--- config.mk ---
export PLATFORM = sky130hd
export DESIGN_NAME = mem_bus_arbiter
export DESIGN_NICKNAME = d
export VERILOG_FILES = /design/src/rtl/mem_arb_pkg.sv /design/src/rtl/mem_arb_rr2.sv /design/src/rtl/mem_bus_arbiter.sv
export SDC_FILE = /design/constraint.sdc
export NUM_CORES = 1
export LEC_CHECK = 0
export CAP_MARGIN = 5
export CORE_AREA = 2 2 118 120
export CTS_BUF_LIST = sky130_fd_sc_hd__clkbuf_8
export DETAILED_ROUTE_END_ITERATION = 16
export DIE_AREA = 0 0 120 122
export PLACE_DENSITY = 0.68
export SLEW_MARGIN = 5
export SYNTH_ARGS = -nofsm -noshare
export SYNTH_HDL_FRONTEND = slang
export SYNTH_SLANG_ARGS = --single-unit
--- constraint.sdc ---
create_clock -name clk -period 2.7 [get_ports clk]
set_input_delay 0.405 -clock clk [delete_from_list [all_inputs] [get_ports clk]]
set_output_delay 0.405 -clock clk [all_outputs]
set_load 0.01 [all_outputs]
--- src/rtl/mem_arb_pkg.sv ---
// Shared types for the unified memory-port arbiter: FSM state, requester id,
// and the saturating increment used by the optional ARB_STATS_EN counters.
package mem_arb_pkg;

  typedef enum logic {S_IDLE, S_WAIT} arb_state_t;
  typedef enum logic {REQ_C, REQ_D} req_id_t;

  localparam int MAX_MEM_LAT = 7;

  function automatic logic [15:0] sat_inc16(input logic [15:0] v);
    return (v == 16'hFFFF) ? v : v + 16'd1;
  endfunction

endpackage

--- src/rtl/mem_arb_rr2.sv ---
// Two-way round-robin picker: the requester that did not win last time
// takes a tie; a lone requester always wins. Bit 0 is the core, bit 1 the loader.
module mem_arb_rr2
  import mem_arb_pkg::*;
(
  input  logic [1:0] req,
  input  req_id_t    last,
  output req_id_t    gnt_id,
  output logic       any
);

  always_comb begin
    any    = |req;
    gnt_id = REQ_C;
    if (req == 2'b11) begin
      gnt_id = (last == REQ_C) ? REQ_D : REQ_C;
    end else if (req[1]) begin
      gnt_id = REQ_D;
    end
  end

endmodule

--- src/rtl/mem_bus_arbiter.sv ---
// Arbitrates the single memory port between the core (c_*) and the loader/DMA (d_*),
// one transaction at a time. Define ARB_STATS_EN to add saturating grant/conflict counters.
module mem_bus_arbiter
  import mem_arb_pkg::*;
#(
  parameter int AW      = 32,
  parameter int DW      = 32,
  parameter int MEM_LAT = 1
) (
  input  logic          clk,
  input  logic          rst,
  input  logic          c_req,
  input  logic          c_we,
  input  logic [AW-1:0] c_addr,
  input  logic [DW-1:0] c_wdata,
  output logic          c_gnt,
  output logic          c_rvalid,
  output logic [DW-1:0] c_rdata,
  input  logic          d_req,
  input  logic          d_we,
  input  logic [AW-1:0] d_addr,
  input  logic [DW-1:0] d_wdata,
  output logic          d_gnt,
  output logic          d_rvalid,
  output logic [DW-1:0] d_rdata,
  output logic [AW-1:0] m_adr,
  output logic [DW-1:0] m_wd,
  output logic          m_we,
  input  logic [DW-1:0] m_rd
`ifdef ARB_STATS_EN
  ,
  output logic [15:0]   c_cnt,
  output logic [15:0]   d_cnt,
  output logic [15:0]   conflict_cnt
`endif
);

  localparam int       LAT_M1   = (MEM_LAT > 0) ? MEM_LAT - 1 : 0;
  localparam logic [2:0] LAT_INIT = LAT_M1[2:0];

  arb_state_t    state_q, state_d;
  req_id_t       owner_q, owner_d;
  req_id_t       last_q, last_d;
  logic [2:0]    lat_cnt_q, lat_cnt_d;
  logic [AW-1:0] adr_q, adr_d;

  req_id_t       pick;
  logic          any_req;
  logic          win_we;
  logic [AW-1:0] win_adr;
  logic [DW-1:0] win_wd;

  mem_arb_rr2 u_rr2 (
    .req    ({d_req, c_req}),
    .last   (last_q),
    .gnt_id (pick),
    .any    (any_req)
  );

  always_comb begin
    win_we  = (pick == REQ_D) ? d_we    : c_we;
    win_adr = (pick == REQ_D) ? d_addr  : c_addr;
    win_wd  = (pick == REQ_D) ? d_wdata : c_wdata;
  end

  always_comb begin
    state_d   = state_q;
    owner_d   = owner_q;
    last_d    = last_q;
    lat_cnt_d = lat_cnt_q;
    adr_d     = adr_q;
    c_gnt     = 1'b0;
    d_gnt     = 1'b0;
    c_rvalid  = 1'b0;
    d_rvalid  = 1'b0;
    m_we      = 1'b0;
    m_adr     = '0;
    m_wd      = '0;
    // rst gates the combinational grant path so nothing is issued while reset is held
    case (state_q)
      S_IDLE: begin
        if (any_req && rst) begin
          m_adr  = win_adr;
          m_wd   = win_wd;
          m_we   = win_we;
          c_gnt  = (pick == REQ_C);
          d_gnt  = (pick == REQ_D);
          last_d = pick;
          if (!win_we) begin
            if (MEM_LAT == 0) begin
              c_rvalid = (pick == REQ_C);
              d_rvalid = (pick == REQ_D);
            end else begin
              state_d   = S_WAIT;
              owner_d   = pick;
              lat_cnt_d = LAT_INIT;
              adr_d     = win_adr;
            end
          end
        end
      end
      S_WAIT: begin
        m_adr = adr_q;
        if (lat_cnt_q == 3'd0) begin
          c_rvalid = (owner_q == REQ_C);
          d_rvalid = (owner_q == REQ_D);
          state_d  = S_IDLE;
        end else begin
          lat_cnt_d = lat_cnt_q - 3'd1;
        end
      end
      default: state_d = S_IDLE;
    endcase
  end

  assign c_rdata = c_rvalid ? m_rd : '0;
  assign d_rdata = d_rvalid ? m_rd : '0;

  always_ff @(posedge clk or negedge rst) begin
    if (!rst) begin
      state_q   <= S_IDLE;
      owner_q   <= REQ_C;
      last_q    <= REQ_D;
      lat_cnt_q <= 3'd0;
    end else begin
      state_q   <= state_d;
      owner_q   <= owner_d;
      last_q    <= last_d;
      lat_cnt_q <= lat_cnt_d;
    end
  end

  // Held read address is only observed in S_WAIT, so it needs no reset
  always_ff @(posedge clk) begin
    adr_q <= adr_d;
  end

`ifdef ARB_STATS_EN
  logic [15:0] c_cnt_q, c_cnt_d;
  logic [15:0] d_cnt_q, d_cnt_d;
  logic [15:0] conflict_cnt_q, conflict_cnt_d;

  always_comb begin
    c_cnt_d        = c_gnt ? sat_inc16(c_cnt_q) : c_cnt_q;
    d_cnt_d        = d_gnt ? sat_inc16(d_cnt_q) : d_cnt_q;
    conflict_cnt_d = (c_req && d_req) ? sat_inc16(conflict_cnt_q) : conflict_cnt_q;
  end

  always_ff @(posedge clk or negedge rst) begin
    if (!rst) begin
      c_cnt_q        <= 16'd0;
      d_cnt_q        <= 16'd0;
      conflict_cnt_q <= 16'd0;
    end else begin
      c_cnt_q        <= c_cnt_d;
      d_cnt_q        <= d_cnt_d;
      conflict_cnt_q <= conflict_cnt_d;
    end
  end

  assign c_cnt        = c_cnt_q;
  assign d_cnt        = d_cnt_q;
  assign conflict_cnt = conflict_cnt_q;
`endif

`ifndef SYNTHESIS
  c_req_held: assert property (@(posedge clk) disable iff (!rst) (c_req && !c_gnt) |=> c_req);
  d_req_held: assert property (@(posedge clk) disable iff (!rst) (d_req && !d_gnt) |=> d_req);
`endif

endmodule

==> results_dict.tcl <==
set metrics [dict create \
    drtPass1Iterations 4 \
    grt_pass1_vias 3510 \
    p_total_w 0.002123 \
    cts_hold_buffers 0 \
    finalSetupTns_ps 0 \
    area_growth_pct 114.9 \
    synth_common_cells "nand2_1 (71), and2_1 (64), nand2b_1 (36)" \
    leakage_nw 2.880 \
    ant_nets 0 \
    cts.sinks 38 \
    final_hold_viol_count 0 \
    syn_area_per_cell_um2 9.585 \
    diodes 0 \
    row_count 43 \
    synthCells 318 \
    core_um2 13500 \
    crit_end "m_wd[3]" \
    maxCapViolations 0 \
    wl_per_cell_um 15.38 \
    crit_chain "clkdlybuf4s50_1 > buf_4 > inv_1 > o21ai_2 > nor2_2 > buf_12 > a22o_1 > clkdlybuf4s50_1" \
    worstSetupPathType "in2out" \
    grt_max_degree 36 \
    grt_use_total_pct 15.56 \
    yosys-top-cells-area "edfxtp_1 (32%), mux2_4 (14%), and2_1 (13%)" \
    period_needed_ps 2635 \
    syn-cell-area_um2 3048 \
    synth.most_common_cell "nand2_1" \
    detail_route.vias_per_cell 4.238 \
    die_w_um 120 \
    initialDrtViolationCount 124 \
    clk_latency_ps 290 \
    synth_seq_area_share_pct 36.49 \
    crit_path_top_delay_cell "clkdlybuf4s50_1" \
    wl_mm 12.46 \
    nFillCells 1282 \
    io_buffers 298 \
    drv_slew 0 \
    synth.yosys.warnings 0 \
    gp_congestion 0.7509 \
    slowest_delay_ps 550 \
    r2r_start "last_q$_DFFE_PN1P_" \
    clk_pin_slew_ps 70 \
    endpoint_kind "primary output" \
    die_h_um 122 \
    hold_path.class "in2async" \
    clock_path_buffers 2 \
    syn-num-nets 486 \
    tightest_slew_ps 444.7 \
    ys.flop_type "edfxtp_1" \
    vias 3433 \
    synth_edf_count 32 \
    status "completed" \
    io_pins 299 \
    rsz0062_at_grt "true" \
    reg2regPathDepth 4 \
    critPathLaunch "d_req" \
    regToRegEndpoint "adr_q[25]$_DFFE_PP_" \
    fin_crit_sh_pct 97.59 \
    cts_tree "done" \
    setup_viol 0 \
    yosysTopAreaCell "edfxtp_1" \
    grt_pass1_wl_mm 18.13 \
    final_util_pct 48.51 \
    grt.overflow.total 0 \
    hpwl_mm 9.872 \
    yosysUniqueCellTypes 24 \
    crit_fanout 33 \
    synth_seq_cells 38 \
    drive_gt1_share_pct 11.75 \
    synth_top_cell_area_share_pct 31.53 \
    required_ps 2300 \
    peakVddDrop_mv 0.1752 \
    clock-root-buffer "clkbuf_8" \
    worst_path_most_repeated_cell "clkdlybuf4s50_1" \
    antenna_found_initial 0 \
    dieArea_um2 14640 \
    cts_buffers 5 \
    power_density_nw_per_um2 324.0 \
    htree_num_levels 2 \
    max_freq_mhz 379.5 \
    critPathLaunchType "input port" \
    max_slew_margin_pct 70.35 \
    reg2reg_setup_slack_ps 870 \
    synthArstFlopShare_pct 15.79 \
    fin_nets 797 \
    drc 0 \
    clock_skew_ps 6.996 \
    crit_arrival_ps 2230 \
    start_util_pct 22.57 \
]
-- cell type report --
| type | count | area (µm²) | share of cell area, % |
|---|---|---|---|
| flip-flops and latches | 38 | 1112 | 16.98 |
| clock buffers | 6 | 82.58 | 1.261 |
| inverters | 6 | 22.52 | 0.3438 |
| repair buffers | 326 | 3294 | 50.29 |
| clock inverters | 2 | 7.507 | 0.1146 |
| multi-input cells | 252 | 1807 | 27.58 |
| well taps | 180 | 225.2 | 3.438 |
-- metal layers --
layer  routed length [µm]  part of all wire, %  vias to the layer above  GRT usage, %
li1                     -                    -                     1704             -
met1                 4735                   38                     1559         17.68
met2                 6679                   54                      151         28.87
met3                  780                  6.3                       19         3.418
met4                  263                  2.1                        0         4.926
met5                    0                    0                        -             0
-- what timing repair did --
item / 4_1_cts / 5_1_grt
setup buffers: 3 / 8
gates resized for setup: 31 / 22
setup endpoints to repair: 36 / 98
pin swaps: 1 / 0
cloned: 1 / 0
-- critical path, delay by kind of cell --
kind | cells | cell delay (ps)
AOI/OAI and AO/OA | 2 | 270
buffers and inverters | 5 | 1390
and+or+nand+nor | 1 | 160
-- placed cells by master, fill, tap and decap left out --
master and n:
and3_1 2, edfxtp_1 32, a21oi_1 2, and2_1 64
o21bai_2 1, o32ai_1 1, a22o_1 32, mux2_4 29
nand2b_1 36, buf_6 4, buf_16 1, o22ai_1 2
buf_4 17, o21ai_2 1, nand2_1 71, ha_1 2
dfstp_2 1, dlymetal6s2s_1 10, o21ai_1 1, a21boi_4 1
inv_1 8, nand2b_4 1, dfrtp_1 5, clkbuf_8 6
clkdlybuf4s50_1 259, a221oi_4 1, buf_12 6, mux2_2 3
dlygate4sd2_1 27, nor2_2 2, clkdlybuf4s15_1 2
-- kinds of logic (layout without fill, tap and decap cells) --
logic type | after synthesis | after routing | share of synthesized area [%]
compound gates | 42 | 42 | 11.90
fa+ha+maj | 2 | 2 | 0.8209
buf+inv | 28 | 340 | 4.844
flops | 38 | 38 | 36.49
mux | 32 | 32 | 15.39
simple gates | 176 | 176 | 30.54
-- where the power goes --
| part | switching [W] | internal (W) |
|---|---|---|
| Combinational | 0.000386 | 0.000633 |
| Clock | 0.000200 | 0.000201 |
| Sequential | 0.0000141 | 0.000688 |
| Total | 0.000600 | 0.00152 |
-- state kept, by name, summed over array words and instances, names as in the netlist --
register and count:
adr_q 32, last_q 1, lat_cnt_q 3, owner_q 1, state_q 1
-- worst min-delay path by stage --
stage / start / end / slack [ps]
floorplan: rst / lat_cnt_q[0]$_DFFE_PN0P_ / 110
global placement: last_q$_DFFE_PN1P_ / last_q$_DFFE_PN1P_ / 490
detailed placement: last_q$_DFFE_PN1P_ / last_q$_DFFE_PN1P_ / 500
CTS: rst / owner_q$_DFFE_PN0P_ / 490
global route: rst / owner_q$_DFFE_PN0P_ / 490
finish: rst / owner_q$_DFFE_PN0P_ / 490
-- per-stage QoR --
stage	cell area, µm²	hold WS (ps)	setup slack, ps	cells
global placement	6316	492.2	-32.16	790
global route	6551	492.0	-22.81	810
CTS	6424	486.0	0.2387	802
floorplan	3059	109.4	573.5	318
detailed placement	6316	495.4	-93.46	790
finish	6551	490.3	65.06	810
(Power assumes the default switching activity.)
